===== config.mk =====
export PLATFORM = sky130hd
export DESIGN_NAME = id_stage
export DESIGN_NICKNAME = d
export VERILOG_FILES = /design/src/rtl/cpu_pkg.sv /design/src/rtl/imm_gen.sv /design/src/rtl/id_stage.sv
export SDC_FILE = /design/constraint.sdc
export NUM_CORES = 1
export LEC_CHECK = 0
export BUFFER_PORTS_ARGS = -buffer_cell sky130_fd_sc_hd__buf_2
export CORE_MARGIN = 2
export CORE_UTILIZATION = 35
export CTS_CLUSTER_DIAMETER = 50
export DETAILED_ROUTE_END_ITERATION = 10
export HOLD_SLACK_MARGIN = 0.05
export PLACE_DENSITY = 0.6
export SKIP_CTS_REPAIR_TIMING = 1
export SLEW_MARGIN = 20
export SYNTH_ARGS = -nofsm -noshare
export SYNTH_HDL_FRONTEND = slang
export SYNTH_SLANG_ARGS = --single-unit

===== constraint.sdc =====
create_clock -name clk -period 3 [get_ports clk]
set_input_delay 0.6 -clock clk [delete_from_list [all_inputs] [get_ports clk]]
set_output_delay 0.6 -clock clk [all_outputs]
set_load 0.005 [all_outputs]

===== src/rtl/cpu_pkg.sv =====
// Shared definitions for the dCPU RV32I pipeline: opcodes, immediate formats,
// and the enable/disable literals used by pipeline registers.
package cpu_pkg;

  localparam int XLEN = 32;

  localparam logic ENABLE  = 1'b1;
  localparam logic DISABLE = 1'b0;

  localparam logic [6:0] OPC_LUI    = 7'b0110111;
  localparam logic [6:0] OPC_AUIPC  = 7'b0010111;
  localparam logic [6:0] OPC_JAL    = 7'b1101111;
  localparam logic [6:0] OPC_JALR   = 7'b1100111;
  localparam logic [6:0] OPC_BRANCH = 7'b1100011;
  localparam logic [6:0] OPC_LOAD   = 7'b0000011;
  localparam logic [6:0] OPC_STORE  = 7'b0100011;
  localparam logic [6:0] OPC_OP_IMM = 7'b0010011;
  localparam logic [6:0] OPC_OP     = 7'b0110011;

  typedef enum logic [2:0] {
    IMM_R,
    IMM_I,
    IMM_S,
    IMM_B,
    IMM_U,
    IMM_J
  } imm_fmt_e;

  function automatic logic is_known_opcode(input logic [6:0] op);
    return (op == OPC_LUI)    || (op == OPC_AUIPC) || (op == OPC_JAL)   ||
           (op == OPC_JALR)   || (op == OPC_BRANCH) || (op == OPC_LOAD) ||
           (op == OPC_STORE)  || (op == OPC_OP_IMM) || (op == OPC_OP);
  endfunction

endpackage


===== src/rtl/imm_gen.sv =====
// Immediate extraction for RV32I: classifies the opcode into a format and
// builds the sign-extended immediate. Unknown opcodes yield format R and 0.
module imm_gen
  import cpu_pkg::*;
(
  input  logic [31:0]     instr,
  output logic [XLEN-1:0] imm,
  output imm_fmt_e        fmt
);

  always_comb begin
    fmt = IMM_R;
    unique case (instr[6:0])
      OPC_LOAD, OPC_OP_IMM, OPC_JALR: fmt = IMM_I;
      OPC_STORE:                      fmt = IMM_S;
      OPC_BRANCH:                     fmt = IMM_B;
      OPC_LUI, OPC_AUIPC:             fmt = IMM_U;
      OPC_JAL:                        fmt = IMM_J;
      default:                        fmt = IMM_R;
    endcase
  end

  always_comb begin
    imm = '0;
    unique case (fmt)
      IMM_I: imm = {{20{instr[31]}}, instr[31:20]};
      IMM_S: imm = {{20{instr[31]}}, instr[31:25], instr[11:7]};
      IMM_B: imm = {{19{instr[31]}}, instr[31], instr[7], instr[30:25], instr[11:8], 1'b0};
      IMM_U: imm = {instr[31:12], 12'b0};
      IMM_J: imm = {{11{instr[31]}}, instr[31], instr[19:12], instr[20], instr[30:21], 1'b0};
      default: imm = '0;
    endcase
  end

endmodule


===== src/rtl/id_stage.sv =====
// Decode/operand-fetch stage: register-file addressing, EX/MEM/WB bypass,
// load-use stall and the ID/EX pipeline register behind a valid/ready handshake.
module id_stage
  import cpu_pkg::*;
(
  input  logic            clk,
  input  logic            rst,

  input  logic            if_valid,
  output logic            if_ready,
  input  logic [31:0]     if_pc,
  input  logic [31:0]     if_instr,

  output logic [4:0]      rs_addr1,
  output logic [4:0]      rs_addr2,
  input  logic [XLEN-1:0] rs1,
  input  logic [XLEN-1:0] rs2,

  input  logic            ex_wren,
  input  logic            ex_is_load,
  input  logic [4:0]      ex_rd,
  input  logic [XLEN-1:0] ex_data,
  input  logic            mem_wren,
  input  logic [4:0]      mem_rd,
  input  logic [XLEN-1:0] mem_data,
  input  logic            wb_wren,
  input  logic [4:0]      wb_rd,
  input  logic [XLEN-1:0] wb_data,

  input  logic            flush,
  input  logic            ex_ready,

  output logic            id_valid,
  output logic [31:0]     id_pc,
  output logic [XLEN-1:0] id_rs1_val,
  output logic [XLEN-1:0] id_rs2_val,
  output logic [XLEN-1:0] id_imm,
  output logic [4:0]      id_rd,
  output logic [6:0]      id_opcode,
  output logic [2:0]      id_funct3,
  output logic [6:0]      id_funct7,
  output logic            id_reg_we,
  output logic            id_illegal
);

  logic [6:0]      opcode;
  logic [4:0]      rd;
  logic [XLEN-1:0] imm;
  imm_fmt_e        fmt;
  logic            known;
  logic            writes_rd;
  logic            use_rs1;
  logic            use_rs2;
  logic            load_use;
  logic            advance;
  logic [XLEN-1:0] rs1_fwd;
  logic [XLEN-1:0] rs2_fwd;

  imm_gen u_imm_gen (
    .instr (if_instr),
    .imm   (imm),
    .fmt   (fmt)
  );

  assign opcode   = if_instr[6:0];
  assign rd       = if_instr[11:7];
  assign rs_addr1 = if_instr[19:15];
  assign rs_addr2 = if_instr[24:20];
  assign known    = is_known_opcode(opcode);

  assign writes_rd = (opcode == OPC_LUI)  || (opcode == OPC_AUIPC)  ||
                     (opcode == OPC_JAL)  || (opcode == OPC_JALR)   ||
                     (opcode == OPC_LOAD) || (opcode == OPC_OP_IMM) ||
                     (opcode == OPC_OP);

  // U and J formats (LUI, AUIPC, JAL) are the only ones without rs1.
  assign use_rs1 = (fmt != IMM_U) && (fmt != IMM_J);
  assign use_rs2 = (fmt == IMM_S) || (fmt == IMM_B) || (opcode == OPC_OP);

  // A load in EX has no data yet, so it is never a bypass source.
  function automatic logic [XLEN-1:0] bypass(input logic [4:0] addr,
                                             input logic [XLEN-1:0] rf_val);
    if (addr == 5'd0)
      return '0;
    else if (ex_wren && !ex_is_load && ex_rd == addr)
      return ex_data;
    else if (mem_wren && mem_rd == addr)
      return mem_data;
    else if (wb_wren && wb_rd == addr)
      return wb_data;
    else
      return rf_val;
  endfunction

  assign rs1_fwd = bypass(rs_addr1, rs1);
  assign rs2_fwd = bypass(rs_addr2, rs2);

  assign load_use = if_valid && ex_wren && ex_is_load && (ex_rd != 5'd0) &&
                    ((use_rs1 && ex_rd == rs_addr1) || (use_rs2 && ex_rd == rs_addr2));

  assign advance  = !id_valid || ex_ready;
  assign if_ready = advance && !load_use;

  always_ff @(posedge clk) begin
    if (rst) begin
      id_valid   <= DISABLE;
      id_pc      <= '0;
      id_rs1_val <= '0;
      id_rs2_val <= '0;
      id_imm     <= '0;
      id_rd      <= '0;
      id_opcode  <= '0;
      id_funct3  <= '0;
      id_funct7  <= '0;
      id_reg_we  <= DISABLE;
      id_illegal <= DISABLE;
    end else if (flush) begin
      id_valid <= DISABLE;
    end else if (advance) begin
      id_valid   <= if_valid && !load_use;
      id_pc      <= if_pc;
      id_rs1_val <= rs1_fwd;
      id_rs2_val <= rs2_fwd;
      id_imm     <= imm;
      id_rd      <= rd;
      id_opcode  <= opcode;
      id_funct3  <= if_instr[14:12];
      id_funct7  <= if_instr[31:25];
      id_reg_we  <= known && writes_rd && (rd != 5'd0);
      id_illegal <= !known;
    end
  end

endmodule


==> reports/metrics.cfg <==
[global_route]
maximum_number_of_pins_on_one_net_before_global_route_repair = 70
vias_in_the_first_global_route = 10110
antenna_found_initial = 6
grt_overflow_total = 0
global_route_wire_length_before_repair_mm = 59.91
global_route_total_usage_across_every_layer_pct = 29.34

[sta]
maxClockFrequency_ghz = 0.3891
totalNegativeSetupSlack_ps = 0
min_period_over_period_pct = 85.68
final.setup_skew_ps = 15.38
slew_viol_final = 0
finalWorstPathRequiredPeriod_ps = 2570
hold_viol = 0
setup_violators_final = 0
fin_hold_ws_ps = 407.9
max_slew_margin_pct = 53.54
worstMarginPinSlew_ps = 696.9
grt_setup_unrepaired = no

[clocking]
tritoncts_clock_tree = yes
cts_buffers = 17
clk_path_buf_depth = 2
clock_edge_transition_at_the_registers_on_the_reported_setup_and_hold_paths_ps = 70
clock_sink_count = 153
number_of_levels_the_h_tree_was_split_into = 4
clk_latency_ps = 430
cts_root_buffer = sky130_fd_sc_hd__clkbuf_16

[synthesis]
synthArstFlopShare_pct = 0
synth.net_count = 1347
synth_simple_gate_area_share_pct = 25.64
synth_sequential_area_ratio_pct = 35.13
ys_ff_latch = 153
post_synth.cell_area_avg_um2 = 7.934
syn-cell-area_mm2 = 0.008720
synth_edf_count = 0
synth.mux.area_fraction_pct = 0
synth.distinct_cells = 60
netlist_instances = 1099
post_synth_xor_area_fraction_pct = 3.444
synth.yosys.warnings = 0
postSynth.topFlopCell = sky130_fd_sc_hd__dfxtp_1
synth_top_family_by_area = compound AO/OA/AOI/OAI gates
synth_compound_area_share_pct = 28.48
synth_fa_ha_area_share_pct = 0

[critical_path]
critical-path-top-cell-by-count = sky130_fd_sc_hd__buf_2
cp-endpoint = if_ready
path_max_fanout = 12
timing.critical_path.to_type = primary output
critPathArrivalTime_ps = 1970
critical-path-slowest-cell = sky130_fd_sc_hd__nor3_1
setup.worst_path.class = in -> out
crit_path_max_incr_delay_ps = 370
timing.critical_path.from_type = input port
path_cells = buf_2, nand4bb_1, nor3_1, o21ai_1, o32ai_1, nor2_1, buf_2
r2r-start = id_valid
cp.required_ps = 2400
r2r_end = id_rs1_val[30]
reg_to_reg_setup_timing_slack_ps = 740
r2r_depth = 6
startpoint = if_instr[3]

[routing]
via_per_inst = 5.852
vias = 10340
met3RoutedLength_mm = 4.409
drt.antenna.violating_nets = 0
post-route-drc-count = 0
m1WireLength_mm = 15.65
avgRoutedWirePerCell_um = 22.71
routed-wl-met2_mm = 18.40
highest-signal-layer = met4
drt-initial-drc-count = 1044
first_pass_iters = 5
route.final.wire_length_mm = 40.11

[finish]
finalNetCount = 1671
area_used_by_multi_input_combinational_logic_mm2 = 0.005072
area_growth_syn_to_layout_pct = 31.73
fill_cell_instance_count_of_the_final_layout = 2466
ff_latch_area_mm2 = 0.003063
layout_commonest_cell = sky130_fd_sc_hd__buf_2
mostFrequentLayoutCells = sky130_fd_sc_hd__buf_2 (410), sky130_fd_sc_hd__nand2_1 (155), sky130_fd_sc_hd__dfxtp_1 (153), sky130_fd_sc_hd__nand3_1 (111), sky130_fd_sc_hd__nor2_1 (83)
final_layout_size_suffix_gt1_share_pct = 34.19

[die]
floorplan.initialDensity_pct = 35.75
io-pin-count = 412
die-area_mm2 = 0.02619
floorplan.core_area_mm2 = 0.02439
die_height_um = 161.8
die_w_um = 161.8
rows = 57

[power_and_ir_drop]
pwr_density_cell_mw_per_mm2 = 477.3
worst_ir_drop_vdd_mv = 0.4607
p_leak_nw = 4.768

[flow_run]
drv.max_cap_violation_count = 0

[worst_hold_path]
worstHoldPathType = in -> reg

[placement]
numPortBuffers = 411
gp_congestion = 0.8808
dp_hpwl_mm = 26.87

[run_status]
status = finished, final reports clean

[area by class of cell]
class | instances | area share [%]
multi-input combinational | 807 | 44.16
sequential | 153 | 26.67
timing repair buffer | 440 | 20.26
clock buffer | 18 | 3.824
tap | 324 | 3.529
clock inverter | 14 | 1.296
inverter | 4 | 0.1307
antenna | 6 | 0.1307
[per-stage QoR]
| stage | cells | utilization [%] | power [mW] | setup slack, ps | area (µm²) |
|---|---|---|---|---|---|
| 2_1_floorplan | 1099 | - | 2.778 | 640.0 | 8720 |
| 3_3_place_gp | 1728 | 44.62 | 3.283 | 445.8 | 10880 |
| 3_5_place_dp | 1728 | 44.62 | 3.291 | 424.7 | 10880 |
| 4_1_cts | 1760 | 47.03 | 5.515 | 455.5 | 11470 |
| 5_1_grt | 1765 | 47.08 | 5.699 | 296.6 | 11480 |
| 6_report | 1766 | 47.09 | 5.482 | 429.7 | 11490 |
[cell families (layout without fill, tap and decap cells)]
logic type | count (synthesis) | in the layout
other | 0 | 6
buffers and inverters | 139 | 476
AOI/OAI and AO/OA | 320 | 320
and+or+nand+nor | 457 | 457
DFF | 153 | 153
xor gates and xnor gates | 30 | 30
[synthesized netlist by cell type (8+ instances only)]
cell | instances | area (µm²)
sky130_fd_sc_hd__a22oi_1 | 10 | 75.07
sky130_fd_sc_hd__a211o_1 | 27 | 236.5
sky130_fd_sc_hd__a21oi_1 | 74 | 370.4
sky130_fd_sc_hd__o32ai_1 | 38 | 332.8
sky130_fd_sc_hd__dfxtp_1 | 153 | 3063
sky130_fd_sc_hd__nor3_1 | 8 | 40.04
sky130_fd_sc_hd__a32o_1 | 54 | 540.5
sky130_fd_sc_hd__a211oi_1 | 35 | 262.8
sky130_fd_sc_hd__nand3b_1 | 29 | 217.7
sky130_fd_sc_hd__clkbuf_1 | 91 | 341.6
sky130_fd_sc_hd__nand3_1 | 112 | 560.5
sky130_fd_sc_hd__a2bb2oi_1 | 36 | 315.3
sky130_fd_sc_hd__a21o_1 | 11 | 82.58
sky130_fd_sc_hd__nor2_1 | 86 | 322.8
sky130_fd_sc_hd__a31oi_1 | 9 | 56.30
sky130_fd_sc_hd__xor2_1 | 8 | 70.07
sky130_fd_sc_hd__nand2_1 | 155 | 581.8
sky130_fd_sc_hd__xnor2_1 | 17 | 148.9
sky130_fd_sc_hd__buf_2 | 20 | 100.1
sky130_fd_sc_hd__nor3b_1 | 33 | 247.7
sky130_fd_sc_hd__buf_4 | 10 | 75.07
[sequential cells by signal, indices dropped and copies added, names as in the netlist, 3 cells and up]
register	flops
id_funct3	3
id_funct7	7
id_imm	32
id_opcode	7
id_pc	32
id_rd	5
id_rs1_val	32
id_rs2_val	32
[power by group]
group,switching [mW],internal [mW],total [mW]
sequential,0.0582,2.14,2.20
combinational,0.616,0.443,1.06
clock,1.02,1.20,2.22
total,1.70,3.79,5.48
[how the worst min path moves through the flow]
stage	start	endpoint	slack, ps	cells past startpoint
after floorplan	id_imm[26]	id_imm[26]	450	2
after global placement	id_imm[29]	id_imm[29]	440	2
after detailed placement	id_pc[7]	id_pc[7]	440	2
after CTS	if_pc[25]	id_pc[25]	390	3
after global routing	if_pc[14]	id_pc[14]	400	3
final	if_pc[25]	id_pc[25]	410	3
[critical path, delay by kind of cell]
| kind | cells | cell delay (ps) |
|---|---|---|
| AO/OA/AOI/OAI | 2 | 320 |
| AND/OR/NAND/NOR | 3 | 720 |
| buffers and inverters | 2 | 340 |
[per-layer routing]
layer	vias to the layer above	track usage, %
li1	4720	-
met2	649	48.01
met1	4864	35.70
met5	-	0
met4	0	13.35
met3	102	8.529
Note: power is estimated with default switching activity, not from simulation.
